--- config.mk ---
export PLATFORM = sky130hd
export DESIGN_NAME = prog_loader_flat
export DESIGN_NICKNAME = d
export VERILOG_FILES = /design/src/rtl/prog_loader_pkg.sv /design/src/rtl/prog_loader_if.sv /design/src/rtl/prog_loader_csum.sv /design/src/rtl/prog_loader.sv /design/src/flat_wrapper.sv
export SDC_FILE = /design/constraint.sdc
export NUM_CORES = 1
export LEC_CHECK = 0
export CAP_MARGIN = 10
export CORE_ASPECT_RATIO = 0.5
export CORE_MARGIN = 3
export CORE_UTILIZATION = 47
export DETAILED_ROUTE_END_ITERATION = 16
export HOLD_SLACK_MARGIN = 0.05
export PLACE_DENSITY = 0.79
export SLEW_MARGIN = 20
export SYNTH_ARGS = -nofsm -noshare
export SYNTH_HDL_FRONTEND = slang
export SYNTH_SLANG_ARGS = --single-unit
--- constraint.sdc ---
create_clock -name Clk -period 2.4 [get_ports Clk]
set_clock_uncertainty 0.1 [all_clocks]
set_input_delay 0.72 -clock Clk [delete_from_list [all_inputs] [get_ports Clk]]
set_output_delay 0.72 -clock Clk [all_outputs]
set_load 0.05 [all_outputs]
--- src/rtl/prog_loader_pkg.sv ---
// Shared constants and state encoding for the program loader.
package prog_loader_pkg;

  localparam int unsigned IW_DEF       = 9;
  localparam int unsigned AW_DEF       = 6;
  localparam int unsigned RST_HOLD_DEF = 4;
  localparam int unsigned DEPTH_DEF    = 1 << AW_DEF;

  typedef enum logic [2:0] {
    IDLE,
    LOAD,
    FLUSH,
    HOLD,
    RUN,
    ERROR
  } state_t;

endpackage

--- src/rtl/prog_loader_if.sv ---
// Valid/ready word stream from the host link into the program loader.
interface prog_loader_if
  import prog_loader_pkg::*;
#(
  parameter int unsigned IW = IW_DEF
);
  logic          in_valid;
  logic [IW-1:0] in_data;
  logic          in_last;
  logic          in_ready;

  modport master (output in_valid, output in_data, output in_last, input in_ready);
  modport slave  (input in_valid, input in_data, input in_last, output in_ready);
endinterface

--- src/rtl/prog_loader_csum.sv ---
// XOR accumulator over written words; compares against the trailing checksum beat.
module loader_csum
  import prog_loader_pkg::*;
#(
  parameter int unsigned IW = IW_DEF
) (
  input  logic          Clk,
  input  logic          Reset,
  input  logic          clear,
  input  logic          acc_en,
  input  logic [IW-1:0] acc_data,
  input  logic [IW-1:0] cmp_data,
  output logic          match_c
);

  logic [IW-1:0] acc;

  always_ff @(posedge Clk) begin
    if (Reset || clear) acc <= '0;
    else if (acc_en)    acc <= acc ^ acc_data;
  end

  assign match_c = (acc == cmp_data);

endmodule

--- src/rtl/prog_loader.sv ---
// Fills the instruction store from a word stream and holds the core in reset until done.
// Optional LOADER_CHECKSUM_EN: final beat is an XOR checksum of the program, not written.
module prog_loader
  import prog_loader_pkg::*;
#(
  parameter int unsigned IW       = IW_DEF,
  parameter int unsigned AW       = AW_DEF,
  parameter int unsigned RST_HOLD = RST_HOLD_DEF
) (
  input  logic          Clk,
  input  logic          Reset,
  input  logic          load_start,
  prog_loader_if.slave  s,
  output logic          imem_wr_en,
  output logic [AW-1:0] imem_addr,
  output logic [IW-1:0] imem_wr_data,
  output logic          core_reset,
  output logic          load_done,
  output logic          load_err,
  output logic [AW:0]   word_count
);

  localparam int unsigned DEPTH = 1 << AW;
  localparam int unsigned CW    = AW + 1;
  localparam int unsigned HW    = $clog2(RST_HOLD) + 1;

  state_t        state, next_state;
  logic [HW-1:0] hold_cnt;
  logic          start_c, accept_c, full_c, csum_beat_c, csum_ok_c, overflow_c, write_c;

  assign start_c  = load_start && (state == IDLE || state == RUN || state == ERROR);
  assign accept_c = s.in_valid && s.in_ready;
  assign full_c   = (word_count == CW'(DEPTH));

`ifdef LOADER_CHECKSUM_EN
  assign csum_beat_c = s.in_last;

  loader_csum #(.IW(IW)) u_csum (
    .Clk      (Clk),
    .Reset    (Reset),
    .clear    (start_c),
    .acc_en   (write_c),
    .acc_data (s.in_data),
    .cmp_data (s.in_data),
    .match_c  (csum_ok_c)
  );
`else
  assign csum_beat_c = 1'b0;
  assign csum_ok_c   = 1'b1;
`endif

  assign overflow_c = accept_c && full_c && !csum_beat_c;
  assign write_c    = accept_c && !full_c && !csum_beat_c;

  always_ff @(posedge Clk) begin
    if (Reset) state <= IDLE;
    else       state <= next_state;
  end

  always_comb begin
    next_state = state;
    unique case (state)
      IDLE, RUN, ERROR: if (start_c) next_state = LOAD;
      LOAD: begin
        if (overflow_c)                    next_state = ERROR;
        else if (accept_c && s.in_last)    next_state = csum_ok_c ? FLUSH : ERROR;
      end
      FLUSH:                               next_state = HOLD;
      HOLD: if (hold_cnt == HW'(RST_HOLD - 1)) next_state = RUN;
      default:                             next_state = IDLE;
    endcase
  end

  // Status outputs are registered from the next state so they line up with it.
  always_ff @(posedge Clk) begin
    if (Reset) begin
      s.in_ready <= 1'b0;
      core_reset <= 1'b1;
      load_done  <= 1'b0;
      load_err   <= 1'b0;
    end else begin
      s.in_ready <= (next_state == LOAD);
      core_reset <= (next_state != RUN);
      load_done  <= (next_state == RUN);
      load_err   <= (next_state == ERROR);
    end
  end

  // Write port is one cycle behind the accepted beat.
  always_ff @(posedge Clk) begin
    if (Reset) begin
      imem_wr_en   <= 1'b0;
      imem_addr    <= '0;
      imem_wr_data <= '0;
      word_count   <= '0;
      hold_cnt     <= '0;
    end else begin
      imem_wr_en <= write_c;
      hold_cnt   <= (state == HOLD) ? hold_cnt + 1'b1 : '0;
      if (start_c) begin
        word_count <= '0;
      end else if (write_c) begin
        imem_addr    <= word_count[AW-1:0];
        imem_wr_data <= s.in_data;
        word_count   <= word_count + 1'b1;
      end
    end
  end

endmodule
--- src/flat_wrapper.sv ---
// flat-port wrapper written by rule: the top's interface ports become plain ports
module prog_loader_flat import prog_loader_pkg::*;
#(
  parameter int unsigned IW       = IW_DEF,
  parameter int unsigned AW       = AW_DEF,
  parameter int unsigned RST_HOLD = RST_HOLD_DEF
)
  (Clk, Reset, load_start, imem_wr_en, imem_addr, imem_wr_data, core_reset, load_done, load_err, word_count, s_in_valid, s_in_data, s_in_last, s_in_ready);
  prog_loader_if #(.IW(IW)) s_i ();
  input  logic Clk;
  input  logic Reset;
  input  logic load_start;
  output logic imem_wr_en;
  output logic [AW-1:0] imem_addr;
  output logic [IW-1:0] imem_wr_data;
  output logic core_reset;
  output logic load_done;
  output logic load_err;
  output logic [AW:0] word_count;
  input wire logic [$bits(s_i.in_valid)-1:0] s_in_valid;
  input wire logic [$bits(s_i.in_data)-1:0] s_in_data;
  input wire logic [$bits(s_i.in_last)-1:0] s_in_last;
  output wire logic [$bits(s_i.in_ready)-1:0] s_in_ready;
  assign s_i.in_valid = s_in_valid;
  assign s_i.in_data = s_in_data;
  assign s_i.in_last = s_in_last;
  assign s_in_ready = s_i.in_ready;
  prog_loader #(.IW(IW), .AW(AW), .RST_HOLD(RST_HOLD)) u_core (.Clk(Clk), .Reset(Reset), .load_start(load_start), .s(s_i), .imem_wr_en(imem_wr_en), .imem_addr(imem_addr), .imem_wr_data(imem_wr_data), .core_reset(core_reset), .load_done(load_done), .load_err(load_err), .word_count(word_count));
endmodule
==> impl_metrics.toml, run 1 <==
[status]
status = "finished clean"

[synthesis]
syn_inst = 153
async_flop_share_pct = 0
synthMuxAreaShare_pct = 10.2
synth_fa_ha_area_share_pct = 3.42
yosysTopAreaCell = "dfxtp_1"
ys.flop_type = "dfxtp_1"
synth_compound_area_share_pct = 4.18
synth_edf_count = 0
yosys.area_share.simple_pct = 29.5
synth_top_cells_by_count = "33 x dfxtp_1, 30 x nand2b_1, 15 x mux2i_1"
synth.most_common_cell = "dfxtp_1"
ys_types = 33
ys_ff_latch = 33
synth_top_family_by_area = "simple AND/OR/NAND/NOR gates"
synthTopCellsByArea = "dfxtp_1 45%, nand2b_1 13%, mux2i_1 10%"
synth-seq-area-share_pct = 45.1
synth.cell_area_sq_mm = 0.00147
syn-num-nets = 171
synth_top_area_share_pct = 45.1
synth.avg_cell_area_sq_um = 9.58
synthXorXnorAreaFrac_pct = 2.99
synth_warnings = 0

[place]
routabilityCongestion = 0.946
placedCellCount = 227
hpwl_mm = 2.20
port-buffer-count = 40

[floorplanning]
dieArea_sq_mm = 0.00386
start_util_pct = 52.7
die_x_um = 85.0
rows = 13
die_h_um = 45.5
io_pins = 41
core_sq_mm = 0.00278

[clock_network]
path_clk_slew_ns = 0.06
clock_path_buffers = 2
hold_buffers = 0
tritoncts = "built"
cts_setup_buffers = 0
cts_buffers = 5
insertion_delay_ns = 0.28
cts_resized = 0
cts_root_buf = "clkbuf_8"
htree_levels = 2
numClockSinks = 33

[sta]
rsz0062_at_grt = "no"
period_share_pct = 95.3
max-slew-margin-rel_pct = 65.5
drv_slew = 0
setup_viol = 0
setup-tns-final_ns = 0
finalHoldViolCount = 0
fmax_mhz = 437
worstMarginPinSlew_ns = 0.516
fin_crit_ns = 2.29

[drt]
wl_per_cell_um = 12.3
via_count = 1155
routed_wl_mm = 2.90
vias_per_cell = 4.91
dr.pass1.iters = 4
ant_nets = 0
drc = 0
first_iter_violations = 38

[worst_setup_path]
path_buf_inv = 1
crit_type = "register to output port"
cp_max_fo = 4
cp_slowest_cell = "clkdlybuf4s50_1"
critPathLaunchType = "register"
reg2reg_slack_ns = 0.59
cp_slowest_stage_delay_ns = 0.82
cp-startpoint = "u_core.s.in_ready$_SDFF_PP0_"
endpoint_kind = "output port"
reg2reg_depth = 7
crit_chain = "clkdlybuf4s50_1"
critPathArrivalTime_ns = 1.47
reg2reg_to = "u_core.imem_wr_data[3]$_SDFFE_PP0P_"
r2r_start = "u_core.word_count[0]$_SDFFE_PP0P_"
cp.required_ns = 1.58
critical_path.top_delay_family = "buffers and inverters"

[job]
max-cap-violations = 0

[hold_path]
holdPathStages = 1
hold_path_end = "u_core.hold_cnt[0]$_SDFF_PP0_"
hold_class = "register to register"
holdCritStartpoint = "u_core.hold_cnt[0]$_SDFF_PP0_"

[cells_and_area]
diodes = 0
area_growth_pct = 35.4
post_layout_nonfiller_instances = 235
nets = 215
fillers = 222
drive_gt1_share_pct = 12.1

[global_routing]
grt_pass1_wl_mm = 4.91
grt-busiest-layer = "met2"
grt_start_max_net_pins = 17
grt_use_met3_pct = 6.14
gr-usage-met2_pct = 29.3
track_usage_pct = 16.3
use_met1_pct = 18.4
grt_pass1_vias = 1160
antenna_found_initial = 0
overflow = 0

[power]
power_density_mw_per_mm2 = 557
ir_worst_vdd_mv = 0.402
p_leak_nw = 0.695
per-layer routing:
layer	vias up	routed length, um
met3	2	174
met4	0	8
met2	27	1400
met1	535	1320
met5	-	0
li1	591	-
state kept, by name (all words and copies together), names as in the netlist:
register             count
u_core.core_reset        1
u_core.hold_cnt          3
u_core.imem_addr         6
u_core.imem_wr_data      9
u_core.imem_wr_en        1
u_core.load_done         1
u_core.load_err          1
u_core.s.in_ready        1
u_core.state             3
u_core.word_count        7
layout by cell type (no fill, tap or decap), drive strengths merged, types with 5 or more instances in the layout:
cell type / instances
a21oi: 6
mux2i: 15
nor2: 13
buf: 11
clkdlybuf4s50: 34
inv: 5
nor3: 5
clkbuf: 5
nand2: 5
nand2b: 30
dfxtp: 33
cell families (layout without fill, tap and decap cells):
| kind of cell | after synthesis | count (layout) |
|---|---|---|
| muxes | 15 | 15 |
| xor gates and xnor gates | 5 | 5 |
| AOI/OAI and AO/OA | 11 | 11 |
| and+or+nand+nor | 72 | 72 |
| DFF | 33 | 33 |
| buffers and inverters | 13 | 58 |
| adders and majority gates | 4 | 4 |
power breakdown:
| group | internal (mW) | leakage, nW | total [mW] | switching [mW] |
|---|---|---|---|---|
| clock | 0.200 | 0.0439 | 0.398 | 0.198 |
| combinational | 0.0659 | 0.384 | 0.139 | 0.0730 |
| sequential | 0.559 | 0.267 | 0.568 | 0.00897 |
| total | 0.824 | 0.695 | 1.10 | 0.280 |
per-stage QoR:
stage | util [%] | hold slack (ns) | cell area, sq um | power [mW] | setup WS [ns]
after floorplan | - | 0.299 | 1470 | 0.664 | 0.128
after global placement | 68.2 | 0.309 | 1900 | 0.716 | 0.0501
after detailed placement | 68.2 | 0.322 | 1900 | 0.719 | 0.0219
after CTS | 71.3 | 0.331 | 1980 | 1.12 | 0.104
after global routing | 71.3 | 0.342 | 1980 | 1.15 | 0.0594
final | 71.3 | 0.323 | 1980 | 1.10 | 0.114
worst max path at each step:
stage,end,slack [ns],cells after the start
after floorplan,u_core.imem_addr[3]$_SDFFE_PP0P_,0.13,8
after global placement,u_core.core_reset$_SDFF_PP1_,0.05,5
after detailed placement,u_core.core_reset$_SDFF_PP1_,0.02,5
after CTS,s_in_ready,0.10,1
after global routing,s_in_ready,0.06,1
final,s_in_ready,0.11,1
final cells by class:
type | instances | area, sq um | share of cell area [%]
Multi-Input combinational cell | 107 | 737 | 37.1
Sequential cell | 33 | 661 | 33.3
Timing Repair Buffer | 45 | 435 | 21.9
Clock buffer | 5 | 68.8 | 3.47
Tap cell | 37 | 46.3 | 2.33
Inverter | 5 | 18.8 | 0.946
Clock inverter | 3 | 17.5 | 0.883
(Power assumes the default switching activity.)
==> run 2: changes to the inputs <==
- CAP_MARGIN: 10 -> unset
- CORE_UTILIZATION: 47 -> 50
- PLACE_DENSITY: 0.79 -> 0.83
- clock period: 2.4 -> 2.7 ns (I/O delays scaled with it)
==> run 2 against run 1 <==
Compared with the run above:
- cell count stayed put
- register-to-register slack improved by 0.32 ns
- flip-flop and latch count unchanged
- hold slack barely moved
- critical path type unchanged
- critical endpoint is now word_count[2]
- largest cell class unchanged
- largest power group unchanged
==> impl_metrics.toml, run 2 (synthesized netlist as in run 1, its figures left out) <==
[global_routing]
grt_pass1_vias = 1128
grt_pass1_wl_mm = 4.75
antenna_found_initial = 0
grt_start_max_net_pins = 17
track_usage_pct = 17.1
overflow = 0

[clock_network]
insertion_delay_ns = 0.27
path_clk_slew_ns = 0.06
hold_buffers = 0
htree_levels = 2
cts_buffers = 5
cts_resized = 0
cts_root_buf = "clkbuf_8"
numClockSinks = 33
tritoncts = "built"
cts_setup_buffers = 0
clock_path_buffers = 2

[worst_setup_path]
cp_slowest_cell = "clkdlybuf4s50_1"
crit_chain = "clkdlybuf4s50_1"
critical_path.top_delay_family = "buffers and inverters"
critPathArrivalTime_ns = 1.62
crit_type = "register to output port"
endpoint_kind = "output port"
cp_slowest_stage_delay_ns = 0.87
critPathLaunchType = "register"
path_buf_inv = 1
cp.required_ns = 1.79
cp_max_fo = 8

[power]
swShare_pct = 23.1
p_comb_share_pct = 12.7
power.switching_mw = 0.228
power.total_mw = 0.985
pwr-share-clk_pct = 36.2
p_leak_nw = 0.689
power.internal_mw = 0.758
seq_power_share_pct = 51.1
power_density_mw_per_mm2 = 491
ir_worst_vdd_mv = 0.536

[drt]
vias_per_cell = 4.94
routed_wl_mm = 2.82
first_iter_violations = 11
dr.pass1.iters = 4
via_count = 1161
ant_nets = 0
drc = 0
wl_per_cell_um = 12.0

[sta]
worstMarginPinSlew_ns = 0.513
max-slew-margin-rel_pct = 65.7
drv_slew = 0
finalHoldViolCount = 0
setup_viol = 0
fin_crit_ns = 2.53
setup-tns-final_ns = 0
fmax_mhz = 395
period_share_pct = 93.7
rsz0062_at_grt = "no"

[cells_and_area]
fillers = 193
largest_register_ff_count = 9
nets = 216
utilization_pct = 74.8
drive_gt1_share_pct = 8.59
top_regs = "u_core.imem_wr_data: 9 flops, u_core.word_count: 7 flops, u_core.imem_addr: 6 flops"
top_register = "u_core.imem_wr_data"
diodes = 0
final_common_cell = "clkdlybuf4s50_1"
layout_common_cells = "40 x clkdlybuf4s50_1, 33 x dfxtp_1, 30 x nand2b_1"
area_growth_pct = 37.0

[floorplanning]
die_h_um = 44.3
die_x_um = 82.6
start_util_pct = 54.6
dieArea_sq_mm = 0.00366
rows = 13
io_pins = 41
core_sq_mm = 0.00268

[place]
routabilityCongestion = 0.913
port-buffer-count = 40
hpwl_mm = 2.13

[job]
max-cap-violations = 0

[hold_path]
hold_class = "register to register"

[status]
status = "finished clean"
==> run 2: worst paths after layout <==
path	slack, ns	startpoint	to	cells past startpoint
worst max-delay path	0.17	u_core.word_count[2]$_SDFFE_PP0P_	word_count[2]	1
worst min-delay path	0.32	u_core.hold_cnt[0]$_SDFF_PP0_	u_core.hold_cnt[0]$_SDFF_PP0_	1
worst max register to register	0.91	u_core.word_count[0]$_SDFFE_PP0P_	u_core.imem_addr[4]$_SDFFE_PP0P_	8
worst min register to register	0.32	u_core.hold_cnt[0]$_SDFF_PP0_	u_core.hold_cnt[0]$_SDFF_PP0_	1
==> run 2: layout make-up <==
cell class                 instances  area (sq um)  share of cell area [%]
clock buffer                       7          86.3                    4.30
inverter                           5          18.8                   0.935
multi-input combinational        107           737                    36.7
sequential                        33           661                    32.9
tap                               37          46.3                    2.31
timing repair buffer              46           458                    22.8
==> run 2: routing by layer <==
layer	GRT usage, %	vias up	wire (um)
li1	-	594	-
met1	20.3	538	1320
met2	29.3	24	1310
met3	5.08	5	164
met4	6.84	0	33
met5	0	-	0
==> run 2: worst register-to-register path: stages (launching register included) <==
cell and delay, ns:
dfxtp_1 0.34, buf_4 0.15, inv_1 0.05, ha_1 0.18, nor2b_1 0.15, and2_4 0.18
nor3_4 0.19, buf_12 0.19, mux2i_1 0.20
==> run 2: per-stage QoR <==
stage	hold slack, ns	std cells	cell area [sq um]	setup WS [ns]
final	0.323	235	2010	0.171
after global routing	0.342	235	2010	0.122
after CTS	0.330	235	2010	0.180
after detailed placement	0.322	228	1920	0.223
after global placement	0.308	228	1920	0.255
after floorplan	0.299	153	1470	0.428
==> run 2: power groups by stage <==
stage	clock network [mW]	registers (mW)	logic (mW)
3_5_place_dp	0	0.514	0.125
5_1_grt	0.386	0.504	0.133
4_1_cts	0.368	0.503	0.126
6_report	0.357	0.503	0.125
3_3_place_gp	0	0.514	0.123
2_1_floorplan	0	0.542	0.0480
==> run 3: changes to the inputs <==
- CTS_BUF_LIST: unset -> sky130_fd_sc_hd__clkbuf_8 sky130_fd_sc_hd__clkbuf_16
- SYNTH_HIERARCHICAL: unset -> 1
==> run 3 against run 2 <==
Compared with the run above:
- critical path depth unchanged
- cell count up 4.3%
- count of clock-buffer cells in the layout down 2
- hold slack better by 0.027 ns
- utilization up 0.16 points
- global-route usage up 2.8 points
- die area down 2.1%
- non-clock buffer count up 2
- maximum frequency about the same
- sequential power about the same
- design area down 1.0%
==> impl_metrics.toml, run 3 <==
[worst_setup_path]
crit_chain = "clkdlybuf4s50_1"
reg2reg_slack_ns = 0.92
cp.required_ns = 1.79
cp_slowest_cell = "clkdlybuf4s50_1"
critical_path.top_delay_family = "buffers and inverters"
endpoint_kind = "output port"
critPathArrivalTime_ns = 1.62
cp_max_fo = 6
cp_slowest_stage_delay_ns = 0.86
critPathLaunchType = "register"
crit_type = "register to output port"
path_buf_inv = 1

[cells_and_area]
top_regs = "u_core/imem_wr_data: 9 flops, u_core/word_count: 7 flops, u_core/imem_addr: 6 flops"
drive_gt1_share_pct = 7.21
final_common_cell = "clkdlybuf4s50_1"
nets = 225
diodes = 0
top_register = "u_core/imem_wr_data"
area_growth_pct = 38.9
largest_register_ff_count = 9
layout_common_cells = "40 x clkdlybuf4s50_1, 36 x nand2_1, 33 x dfxtp_1"
post_layout_nonfiller_instances = 245

[synthesis]
synth.most_common_cell = "nand2_1"
syn-num-nets = 175
synth_top_area_share_pct = 46.2
ys_types = 34
synth-seq-area-share_pct = 46.2
syn_inst = 157
yosysTopAreaCell = "dfxtp_1"
synthTopCellsByArea = "dfxtp_1 46%, mux2i_1 11%, nand2_1 9.4%"
synth_edf_count = 0
ys.flop_type = "dfxtp_1"
synth_warnings = 6
synth.cell_area_sq_mm = 0.00143
ys_ff_latch = 33
synth_top_cells_by_count = "36 x nand2_1, 33 x dfxtp_1, 16 x mux2i_1"
synth.avg_cell_area_sq_um = 9.11
async_flop_share_pct = 0

[global_routing]
overflow = 0
grt_pass1_vias = 1133
grt_pass1_wl_mm = 5.23
grt_start_max_net_pins = 33
track_usage_pct = 19.8
antenna_found_initial = 0

[power]
power.internal_mw = 0.726
swShare_pct = 25.5
seq_power_share_pct = 51.9
pwr-share-clk_pct = 34.9
p_leak_nw = 0.715
ir_worst_vdd_mv = 0.311
power_density_mw_per_mm2 = 490
power.switching_mw = 0.248
p_comb_share_pct = 13.1

[sta]
finalHoldViolCount = 0
layout_setup_ws_ns = 0.172
rsz0062_at_grt = "no"
setup-tns-final_ns = 0
drv_slew = 0
period_share_pct = 93.6
fmax_mhz = 396
setup_viol = 0
max-slew-margin-rel_pct = 66.5
worstMarginPinSlew_ns = 0.502
fin_crit_ns = 2.53
whs_ns = 0.350

[drt]
vias_per_cell = 5.11
dr_wl_met2_mm = 1.38
via_count = 1253
routed_wl_mm = 3.10
first_iter_violations = 77
wl_per_cell_um = 12.6
drc = 0
wl_met3_um = 208
wl_met1_mm = 1.48
dr.pass1.iters = 4
top_layer = "met4"
ant_nets = 0

[clock_network]
clock_path_buffers = 2
insertion_delay_ns = 0.29
hold_buffers = 0
numClockSinks = 33
htree_levels = 2
cts_buffers = 5
cts_resized = 0
cts_root_buf = "clkbuf_8"
cts_setup_buffers = 0
path_clk_slew_ns = 0.06
tritoncts = "built"

[floorplanning]
rows = 13
start_util_pct = 53.9
die_h_um = 43.8
io_pins = 41
dieArea_sq_mm = 0.00358
die_x_um = 81.6
core_sq_mm = 0.00265

[place]
pre_cts_slack_ns = 0.316
hpwl_mm = 2.20
placedCellCount = 237
port-buffer-count = 40
routabilityCongestion = 0.822

[hold_path]
hold_class = "register to register"

[status]
status = "finished clean"

[job]
max-cap-violations = 0
==> run 3: changes by cell type in the layout (fill, tap and decap cells not counted), moves of 2 or more <==
cell	previous run	this run
and2_1	0	3
buf_4	5	7
inv_1	5	10
nand2_1	5	36
nand2b_1	30	1
nor2b_1	2	5
o211ai_1	0	2
o21ai_1	3	0
==> run 3: path summary, 6_finish.rpt <==
| check | start | endpoint | cells after the start |
|---|---|---|---|
| min | u_core/hold_cnt[0]$_SDFF_PP0_ | u_core/hold_cnt[0]$_SDFF_PP0_ | 1 |
| max | u_core/word_count[4]$_SDFFE_PP0P_ | word_count[4] | 1 |
| min reg2reg | u_core/hold_cnt[0]$_SDFF_PP0_ | u_core/hold_cnt[0]$_SDFF_PP0_ | 1 |
| max reg2reg | u_core/word_count[2]$_SDFFE_PP0P_ | u_core/s.in_ready$_SDFF_PP0_ | 5 |
==> run 3: final cells by class <==
cell class | instances | area, sq um
tap | 37 | 46.3
clock buffer | 5 | 68.8
timing repair buffer | 48 | 473
clock inverter | 3 | 11.3
multi-input combinational | 111 | 697
sequential | 33 | 661
inverter | 8 | 30.0
fill | 213 | 664
==> run 3: power by group through the flow <==
stage                     clock network, mW  registers (mW)  logic (mW)
after floorplan                           0           0.543      0.0509
after global placement                    0           0.516       0.126
after detailed placement                  0           0.516       0.127
after CTS                             0.348           0.506       0.128
after global routing                  0.371           0.507       0.137
final                                 0.340           0.506       0.128
==> run 3: cell families (layout without fill, tap and decap cells) <==
| family | Yosys count | in the layout | synth area share [%] |
|---|---|---|---|
| simple gates | 70 | 70 | 23.2 |
| flops | 33 | 33 | 46.2 |
| compound gates | 16 | 16 | 7.79 |
| mux | 16 | 16 | 11.2 |
| buf+inv | 13 | 64 | 5.07 |
| xor+xnor | 5 | 5 | 3.06 |
| fa+ha+maj | 4 | 4 | 3.50 |
==> run 3: worst reg2reg max path: cells and delay by family (launching register included) <==
family                 cells  cell delay [ns]
AOI/OAI and AO/OA          2             0.51
buffers and inverters      1             0.17
and+or+nand+nor            2             0.62
DFF                        1             0.33
==> run 3: stage by stage <==
step	power, mW	util, %	cell area, sq um
finish	0.974	74.9	1990
global route	1.02	74.9	1990
CTS	0.982	74.9	1990
detailed placement	0.644	71.9	1910
global placement	0.642	71.9	1910
floorplan	0.594	-	1430
==> run 3: metal layers <==
metal  GRT usage (%)  up-vias
met4            7.62        0
met3            8.51        4
met2            29.3       43
met1            25.8      580
met5               0        -
li1                -      626
==> variant: new RTL, settings of run 3 <==
Encoding of `state_t`: now Gray code (3 bits for 6 states).
--- a/src/rtl/prog_loader_pkg.sv
+++ b/src/rtl/prog_loader_pkg.sv
@@ -9,8 +9,8 @@
   typedef enum logic [2:0] {
-    IDLE,
-    LOAD,
-    FLUSH,
-    HOLD,
-    RUN,
-    ERROR
+    IDLE  = 3'b000,
+    LOAD  = 3'b001,
+    FLUSH = 3'b011,
+    HOLD  = 3'b010,
+    RUN   = 3'b110,
+    ERROR = 3'b111
   } state_t;
Behaviour: same outputs for any inputs over 10 cycles, from zero or initial values and one cycle with Reset high; not proved beyond that.
==> variant against run 3 <==
Design area grew 2.3%; critical path depth is the same; worst setup slack lost 9.7 ps; total power grew 13%; hold slack lost 29 ps; routed wire length grew 4.8%; maximum frequency shrank 0.38%; sequential cell count is the same; area after synthesis grew 1.3%; non-clock buffer count is the same.
==> variant: results (changes against run 3) <==
metric,value,unit,change
nFillCells,196,,-8.0%
use_met2,30.0,%,+0.73 points
place_ws,305,ps,-11.0 ps
synth.area.top_cells,"dfxtp_1, nand4b_1, nand2b_1",,
yosysSeqAreaShare,45.6,%,-0.60 points
dpl.cell_count,224,,-5.5%
reg2reg_from,u_core/state[1],,
worstMarginPinSlew,689,ps,+188 ps
ir_drop,0.000294,V,-5.6%
hpwlAfterDp,2160,um,-1.6%
synth_cells,147,,-6.4%
grt_use_met1,25.9,%,+0.094 points
grt_max_degree,37,,+12%
ff2ff_path_depth,4,,-1
syn_nets,165,,-5.7%
use_met3,5.69,%,-2.8 points
avgViaCountPerCell,5.24,,+2.5%
antenna_found_initial,0,,unchanged
whs,321,ps,-29.1 ps
status,"finished, final reports clean",,
grt.total_usage,19.6,%,-0.23 points
finalNetCount,212,,-5.8%
met1_length,1490,um,+0.47%
p_leak,0.739,nW,+3.5%
ys_top_cells_by_count,"dfxtp_1, nand2b_1, nand4b_1",,
antenna_cells_inserted,0,,unchanged
gp_congestion,0.848,,+3.1%
num_vias,1216,,-3.0%
synth.distinct_cells,32,,-5.9%
dr_wl_met2,1480,um,+7.3%
met3_length,209,um,+0.48%
crit_end,word_count[3],,
grt_pass1_wl,5270,um,+0.78%
drt_wl_total,3250,um,+4.8%
reg2reg_to,u_core/imem_wr_data[3],,
[variant: power groups by stage]
stage / combinational [W] / sequential (W) / clock [W]
CTS: 0.000123 / 0.000503 / 0.000488
detailed placement: 0.000122 / 0.000514 / 0
global placement: 0.000121 / 0.000513 / 0
floorplan: 0.0000476 / 0.000541 / 0
global route: 0.000131 / 0.000504 / 0.000501
finish: 0.000123 / 0.000503 / 0.000476
[variant: kinds of logic after synthesis]
kind of cell	count (synthesis)	share of synthesized area (%)
and+or+nand+nor	68	30.8
muxes	1	0.691
AOI/OAI and AO/OA	24	12.6
adders and majority gates	4	3.45
buffers and inverters	12	3.80
xor gates and xnor gates	5	3.02
DFF	33	45.6
[variant: final cells by class]
type	count	area [um^2]	share of cell area (%)
timing repair buffer	48	460	22.7
clock buffer	6	82.6	4.06
inverter	4	15.0	0.739
sequential	33	661	32.5
tap	37	46.3	2.28
multi-input combinational	102	733	36.1
clock inverter	2	33.8	1.66
